<file path="config.mk">
export PLATFORM = sky130hd
export DESIGN_NAME = alu_seq_unit
export DESIGN_NICKNAME = d
export VERILOG_FILES = /design/src/rtl/alu_seq_unit.sv
export SDC_FILE = /design/constraint.sdc
export NUM_CORES = 1
export LEC_CHECK = 0
export ABC_AREA = 1
export CAP_MARGIN = 20
export CORE_AREA = 2 2 179 128
export CTS_CLUSTER_SIZE = 28
export DETAILED_ROUTE_END_ITERATION = 8
export DIE_AREA = 0 0 181 130
export HOLD_SLACK_MARGIN = 0.08
export PLACE_DENSITY = 0.7
export SLEW_MARGIN = 20
export SYNTH_ARGS = -nofsm -noshare
export SYNTH_HDL_FRONTEND = slang
export SYNTH_SLANG_ARGS = --single-unit
</file>
<file path="constraint.sdc">
create_clock -name clk -period 7 [get_ports clk]
set_clock_uncertainty 0.1 [all_clocks]
set_input_delay 1.4 -clock clk [delete_from_list [all_inputs] [get_ports clk]]
set_output_delay 1.4 -clock clk [all_outputs]
set_load 0.1 [all_outputs]
</file>
<file path="src/rtl/alu_seq_unit.sv">
// alu_seq_unit: execute-stage ALU. The result, the condition-code register
// {N,C,Z} and the issue handshake are all registered. Most ops finish in one
// clock. SHL/SHR (one bit per clock) and MUL (shift-add) are iterative and
// hold off further issue until they finish.
//
// Handshake: an op is accepted at a rising edge when in_valid & in_ready &
// ~flush all hold in the cycle before that edge. in_ready is high only in IDLE.
// in_valid is ignored while in_ready is low. out_valid is a single-cycle pulse
// in the cycle after the completing edge. out and flag keep their values
// between completions.
module alu_seq_unit #(
    parameter int WIDTH = 16,
    parameter int CNT_W = 5
) (
    input  logic             clk,
    input  logic             rst,
    input  logic             flush,
    input  logic             in_valid,
    output logic             in_ready,
    input  logic [3:0]       alu_op,
    input  logic [WIDTH-1:0] in1,
    input  logic [WIDTH-1:0] in2,
    input  logic             flag_ld,
    input  logic [2:0]       flag_in,
    output logic             out_valid,
    output logic [WIDTH-1:0] out,
    output logic [2:0]       flag,
    output logic             busy,
    output logic             state_dbg
);

    typedef enum logic {
        ST_IDLE = 1'b0,
        ST_ITER = 1'b1
    } state_t;

    localparam logic [3:0] OP_NOP  = 4'h0;
    localparam logic [3:0] OP_NOT  = 4'h1;
    localparam logic [3:0] OP_ADD  = 4'h2;
    localparam logic [3:0] OP_MOV  = 4'h3;
    localparam logic [3:0] OP_SUB  = 4'h4;
    localparam logic [3:0] OP_AND  = 4'h5;
    localparam logic [3:0] OP_OR   = 4'h6;
    localparam logic [3:0] OP_INC  = 4'h7;
    localparam logic [3:0] OP_DEC  = 4'h8;
    localparam logic [3:0] OP_SETC = 4'h9;
    localparam logic [3:0] OP_CLRC = 4'hA;
    localparam logic [3:0] OP_SHL  = 4'hB;
    localparam logic [3:0] OP_SHR  = 4'hC;
    localparam logic [3:0] OP_MUL  = 4'hD;

    // Shift counts saturate at WIDTH. MUL always takes WIDTH steps.
    localparam logic [CNT_W-1:0] CNT_FULL  = CNT_W'(WIDTH);
    localparam logic [CNT_W-1:0] CNT_ONE   = CNT_W'(1);
    localparam logic [WIDTH-1:0] WIDTH_VAL = WIDTH'(WIDTH);

    // Flag bit positions inside the CCR {N,C,Z}.
    localparam int FN = 2;
    localparam int FC = 1;
    localparam int FZ = 0;

    state_t             state_q, state_d;
    logic [WIDTH-1:0]   out_q, out_d;
    logic [2:0]         flag_q, flag_d;
    logic               out_valid_q, out_valid_d;
    logic [CNT_W-1:0]   cnt_q, cnt_d;
    logic [3:0]         op_q, op_d;
    // work_q holds the value being shifted, or the multiplier for MUL.
    logic [WIDTH-1:0]   work_q, work_d;
    logic [2*WIDTH-1:0] mcand_q, mcand_d;
    logic [2*WIDTH-1:0] prod_q, prod_d;

    // One-cycle arithmetic. Bit WIDTH of each sum is the carry or borrow.
    logic [WIDTH:0]     sum_add;
    logic [WIDTH:0]     sum_sub;
    logic [WIDTH:0]     sum_inc;
    logic [WIDTH:0]     sum_dec;
    logic [WIDTH-1:0]   shl_step;
    logic [WIDTH-1:0]   shr_step;
    logic [2*WIDTH-1:0] prod_step;
    logic               issue;

    assign sum_add   = {1'b0, in1} + {1'b0, in2};
    assign sum_sub   = {1'b0, in1} - {1'b0, in2};
    assign sum_inc   = {1'b0, in2} + (WIDTH+1)'(1);
    assign sum_dec   = {1'b0, in2} - (WIDTH+1)'(1);
    assign shl_step  = {work_q[WIDTH-2:0], 1'b0};
    assign shr_step  = {1'b0, work_q[WIDTH-1:1]};
    assign prod_step = work_q[0] ? (prod_q + mcand_q) : prod_q;

    assign in_ready  = (state_q == ST_IDLE);
    assign busy      = ~in_ready;
    assign issue     = in_valid & in_ready & ~flush;
    assign out_valid = out_valid_q;
    assign out       = out_q;
    assign flag      = flag_q;
    assign state_dbg = state_q;

    // Result write-back controls, shared by one-cycle ops and iterative completion.
    logic             wr_out;
    logic             wr_zn;
    logic             wr_c;
    logic             new_c;
    logic [WIDTH-1:0] res;

    // Next-state, datapath step and CCR update.
    always_comb begin
        state_d     = state_q;
        out_d       = out_q;
        flag_d      = flag_q;
        out_valid_d = 1'b0;
        cnt_d       = cnt_q;
        op_d        = op_q;
        work_d      = work_q;
        mcand_d     = mcand_q;
        prod_d      = prod_q;
        wr_out      = 1'b0;
        wr_zn       = 1'b0;
        wr_c        = 1'b0;
        new_c       = 1'b0;
        res         = '0;

        case (state_q)
            ST_IDLE: begin
                if (issue) begin
                    out_valid_d = 1'b1;
                    case (alu_op)
                        OP_NOT: begin
                            res = ~in2; wr_out = 1'b1; wr_zn = 1'b1;
                        end
                        OP_ADD: begin
                            res = sum_add[WIDTH-1:0]; new_c = sum_add[WIDTH];
                            wr_out = 1'b1; wr_zn = 1'b1; wr_c = 1'b1;
                        end
                        OP_MOV: begin
                            res = in1; wr_out = 1'b1;
                        end
                        OP_SUB: begin
                            res = sum_sub[WIDTH-1:0]; new_c = sum_sub[WIDTH];
                            wr_out = 1'b1; wr_zn = 1'b1; wr_c = 1'b1;
                        end
                        OP_AND: begin
                            res = in1 & in2; wr_out = 1'b1; wr_zn = 1'b1;
                        end
                        OP_OR: begin
                            res = in1 | in2; wr_out = 1'b1; wr_zn = 1'b1;
                        end
                        OP_INC: begin
                            res = sum_inc[WIDTH-1:0]; new_c = sum_inc[WIDTH];
                            wr_out = 1'b1; wr_zn = 1'b1; wr_c = 1'b1;
                        end
                        OP_DEC: begin
                            res = sum_dec[WIDTH-1:0]; new_c = sum_dec[WIDTH];
                            wr_out = 1'b1; wr_zn = 1'b1; wr_c = 1'b1;
                        end
                        OP_SETC: begin
                            new_c = 1'b1; wr_c = 1'b1;
                        end
                        OP_CLRC: begin
                            new_c = 1'b0; wr_c = 1'b1;
                        end
                        OP_SHL, OP_SHR: begin
                            if (in1 == '0) begin
                                // A zero count passes in2 through and keeps C.
                                res = in2; wr_out = 1'b1; wr_zn = 1'b1;
                            end else begin
                                out_valid_d = 1'b0;
                                state_d     = ST_ITER;
                                op_d        = alu_op;
                                work_d      = in2;
                                cnt_d       = (in1 >= WIDTH_VAL) ? CNT_FULL : in1[CNT_W-1:0];
                            end
                        end
                        OP_MUL: begin
                            out_valid_d = 1'b0;
                            state_d     = ST_ITER;
                            op_d        = alu_op;
                            work_d      = in2;
                            mcand_d     = {{WIDTH{1'b0}}, in1};
                            prod_d      = '0;
                            cnt_d       = CNT_FULL;
                        end
                        default: begin
                            // NOP and reserved codes: only the completion pulse.
                        end
                    endcase
                end
            end

            ST_ITER: begin
                if (flush) begin
                    // Abandon the op. The partial result never reaches out/flag.
                    state_d = ST_IDLE;
                    cnt_d   = '0;
                end else begin
                    cnt_d = cnt_q - CNT_ONE;
                    if (op_q == OP_MUL) begin
                        prod_d  = prod_step;
                        mcand_d = {mcand_q[2*WIDTH-2:0], 1'b0};
                        work_d  = shr_step;
                        res     = prod_step[WIDTH-1:0];
                        new_c   = |prod_step[2*WIDTH-1:WIDTH];
                    end else if (op_q == OP_SHL) begin
                        work_d = shl_step;
                        res    = shl_step;
                        new_c  = work_q[WIDTH-1];
                    end else begin
                        work_d = shr_step;
                        res    = shr_step;
                        new_c  = work_q[0];
                    end
                    if (cnt_q == CNT_ONE) begin
                        state_d     = ST_IDLE;
                        out_valid_d = 1'b1;
                        wr_out      = 1'b1;
                        wr_zn       = 1'b1;
                        wr_c        = 1'b1;
                    end
                end
            end

            default: begin
                state_d = ST_IDLE;
            end
        endcase

        if (wr_out) begin
            out_d = res;
        end
        if (wr_zn) begin
            flag_d[FN] = res[WIDTH-1];
            flag_d[FZ] = (res == '0);
        end
        if (wr_c) begin
            flag_d[FC] = new_c;
        end
        // An interrupt-return restore beats any op's flag update on the same edge.
        if (flag_ld) begin
            flag_d = flag_in;
        end
    end

    // State and datapath registers with asynchronous active-low reset.
    always_ff @(posedge clk or negedge rst) begin
        if (!rst) begin
            state_q     <= ST_IDLE;
            out_q       <= '0;
            flag_q      <= '0;
            out_valid_q <= 1'b0;
            cnt_q       <= '0;
            op_q        <= '0;
            work_q      <= '0;
            mcand_q     <= '0;
            prod_q      <= '0;
        end else begin
            state_q     <= state_d;
            out_q       <= out_d;
            flag_q      <= flag_d;
            out_valid_q <= out_valid_d;
            cnt_q       <= cnt_d;
            op_q        <= op_d;
            work_q      <= work_d;
            mcand_q     <= mcand_d;
            prod_q      <= prod_d;
        end
    end

endmodule

</file>
==> qor.txt <==
Result of the run: completed
Number of instances resized during post-cts repair: 0
Seq/Total Area, Yosys: 23.2%
Library cell with the largest summed area after synthesis: dfrtp_1
Final number of max-transition violations: 0
Sum of net half-perimeters after detailed placement: 35600 microns
Reported leakage power: 6.85 nW
Remaining DRCs: 0
Slew @ Worst Pin: 1.00 ns
Vias after detailed routing: 13500
Count of routing violations after the opening detailed-route iteration: 1748
Insertion delay to the later sink of the worst-skew pair: 0.37 ns
Clock Power Share: 13.3%
Post-CTS clock slew at the launch and capture registers of the worst setup and hold paths: 0.08 ns
Net Count, Synth: 2146
Flops & latches, synth: 110
CTS root buffer: clkbuf_16
GP Congestion: 1.08
Chip width: 181 microns
Final layout net count: 2166
Type of the worst min-delay path: reg -> reg
Fmax: 211 MHz
Antenna Diode Count: 0
Initial DRT Pass Iterations: 6
Worst Setup Slack post-DPL: 2.08 ns
Setup tns final: 0 ns
Top Ports: 67
WS Path Type: in -> reg
Avg Vias per Cell: 5.78
Number of endpoints with negative hold slack in the final report: 0
Starting Density: 53.6%
Number of nets with antenna violations after routing: 0
Most frequent cells after synthesis: nand2_1, inv_1, nor2_1, nand3_1, o21ai_0
Instance count of the mapped netlist: 2013
Global-route wire length before repair: 67900 microns
Core region area: 22100 sq um
Setup fix buffers added after clock tree synthesis: 0
Overall Power: 0.00382 W
Arrival time of the worst setup path: 4.93 ns
Dominant register cell in the synthesized netlist: dfrtp_1
Worst endpoint required time: 7.19 ns
Tot GR Track Use: 38.1%
Part of the cycle the worst path needs: 67.8%
Switching share of power: 53.0%
Fraction of final layout cells sized beyond drive strength 1: 2.94%
Hold slack final: 0.420 ns
Residual overflow from global routing: 0
Startpoint type of the worst setup path: input port
Ys Warns: 0
Final worst path period need: 4.74 ns
Part of the total power dissipated in sequential elements: 26.6%
CTS tree: done
Combinational share of power: 60.1%
Headroom to the max-slew limit: 32.9%
Via count of the first global-routing pass: 11600
Number of enable-type register cells in the synthesized netlist: 0
Setup repair after global routing missed its margin: false
Internal Dissipation: 0.00180 W
VDD IR max: 0.324 mV
Largest driver fanout on the critical path: 11
H-tree Lvls: 3
Count of maximum capacitance violations: 0
Synth cell types: 43
Most area-consuming cells after synthesis: dfrtp_1, nand2_1, inv_1
Layout Cell Area excl Fill: 12900 sq um
Cts bufs inserted: 9
Category of the worst setup path capture point: flop
Antenna violations before repair: 0
Total standard cell area after synthesis: 11800 sq um
Number of buffers inserted for hold repair after clock tree synthesis: 0
Final worst slack: 2.26 ns
Maximum clock path buffer count: 2
Avg Inst Size Synth: 5.89 sq um
Routed len/inst: 19.2 microns
Share of async-settable or async-resettable flops after synthesis: 100%
Quantity of I/O buffers inserted on ports: 66
Standard-cell row count: 46
Area growth, synth to finish: 8.87%
Die height: 130 microns
Switching power total: 0.00202 W
Number of setup violations in the final report: 0
Area of the die: 23500 sq um
Final wirelength: 44700 microns
Sink count of the clock tree: 110
Synth top area share: 23.2%
Standard cell area after detailed placement: 12600 sq um
Ratio of total power to cell area: 296 nW/um^2
Layout fillers: 2235
Setup slack, reg-to-reg: 2.69 ns
Pin count of the biggest net entering global routing: 71
Most instantiated library cell after synthesis: nand2_1
-- through the flow --
stage	util, %	instances
global placement	56.9	2309
detailed placement	57.1	2310
global route	58.4	2326
CTS	58.4	2326
floorplan	-	2013
finish	58.4	2326
-- worst paths after layout --
kind,to,cells past startpoint,from
min reg2reg,op_q[3],1,op_q[3]
max in group asynchronous,out[4],2,rst
max reg2reg,flag[0],15,busy
max,flag[0],18,in2[12]
min in group asynchronous,prod_q[22],1,rst
min,op_q[3],1,op_q[3]
-- metal layers --
layer / track usage [%] / vias up / part of all wire, %
li1: - / 6485 / -
met1: 60.4 / 6112 / 47
met2: 47.5 / 806 / 36
met3: 14.3 / 49 / 16
met4: 6.70 / 0 / 1.4
met5: 0 / - / 0
-- registers in the layout (all words and copies together), names as in the netlist --
| register | flops |
|---|---|
| work_q | 16 |
| prod_q | 32 |
| op_q | 4 |
| out | 16 |
| out_valid | 1 |
| busy | 1 |
| flag | 3 |
| cnt_q | 5 |
| mcand_q | 32 |
-- worst max-delay path: stages --
cell and delay [ns]:
clkdlybuf4s50_1 0.83, inv_1 0.27, ha_1 0.54, nor2_1 0.30, nand2_1 0.19, nor3_1 0.17
nand2_1 0.18, nand3_1 0.12, nand2_1 0.05, nand3_1 0.06, nand3_1 0.13, nand2_1 0.11
nand2_1 0.07, nor2_1 0.10, nand2_1 0.06, nor2_1 0.10, nand3_1 0.08, a21oi_1 0.14
-- logic make-up after synthesis --
family	count (synthesis)	share of synthesized area (%)
simple gates	1071	37.3
buf+inv	388	13.1
compound gates	347	16.1
flops	110	23.2
fa+ha+maj	89	9.59
xor+xnor	8	0.591
-- placed cells by master (no fill, tap or decap), drive strengths merged, types with 2 or more instances in the layout --
cell / netlist / routed
xor2: 7 / 7
o221ai: 4 / 4
nor2: 213 / 213
nand3b: 5 / 5
or2: 5 / 5
a211oi: 2 / 2
fa: 3 / 3
dfrtp: 110 / 110
clkinv: 0 / 4
buf: 38 / 9
nand4: 22 / 22
o211ai: 16 / 16
and3: 2 / 2
inv: 323 / 324
a21boi: 2 / 2
a21oi: 92 / 92
nand2: 644 / 644
ha: 86 / 86
o21bai: 4 / 4
a31oi: 20 / 20
clkdlybuf4s50: 0 / 65
o22ai: 45 / 45
nand3: 156 / 156
nor3: 23 / 23
o21ai: 158 / 158
clkbuf: 27 / 10
-- power by group through the flow --
stage	combinational (W)	clock, W	sequential (W)
finish	0.00230	0.000508	0.00101
floorplan	0.00142	0	0.00117
global route	0.00256	0.000537	0.00104
detailed placement	0.00221	0	0.00102
CTS	0.00223	0.000514	0.00101
global placement	0.00218	0	0.00101
-- cell type report --
cell class | instances | area, sq um | share of cell area [%]
multi-input combinational | 1515 | 7550 | 58.5
sequential | 110 | 2750 | 21.3
inverter | 323 | 1210 | 9.40
timing repair buffer | 74 | 738 | 5.72
tap | 288 | 360 | 2.79
clock buffer | 10 | 239 | 1.85
clock inverter | 6 | 46.3 | 0.359
Power figures use the tool's default switching activity.
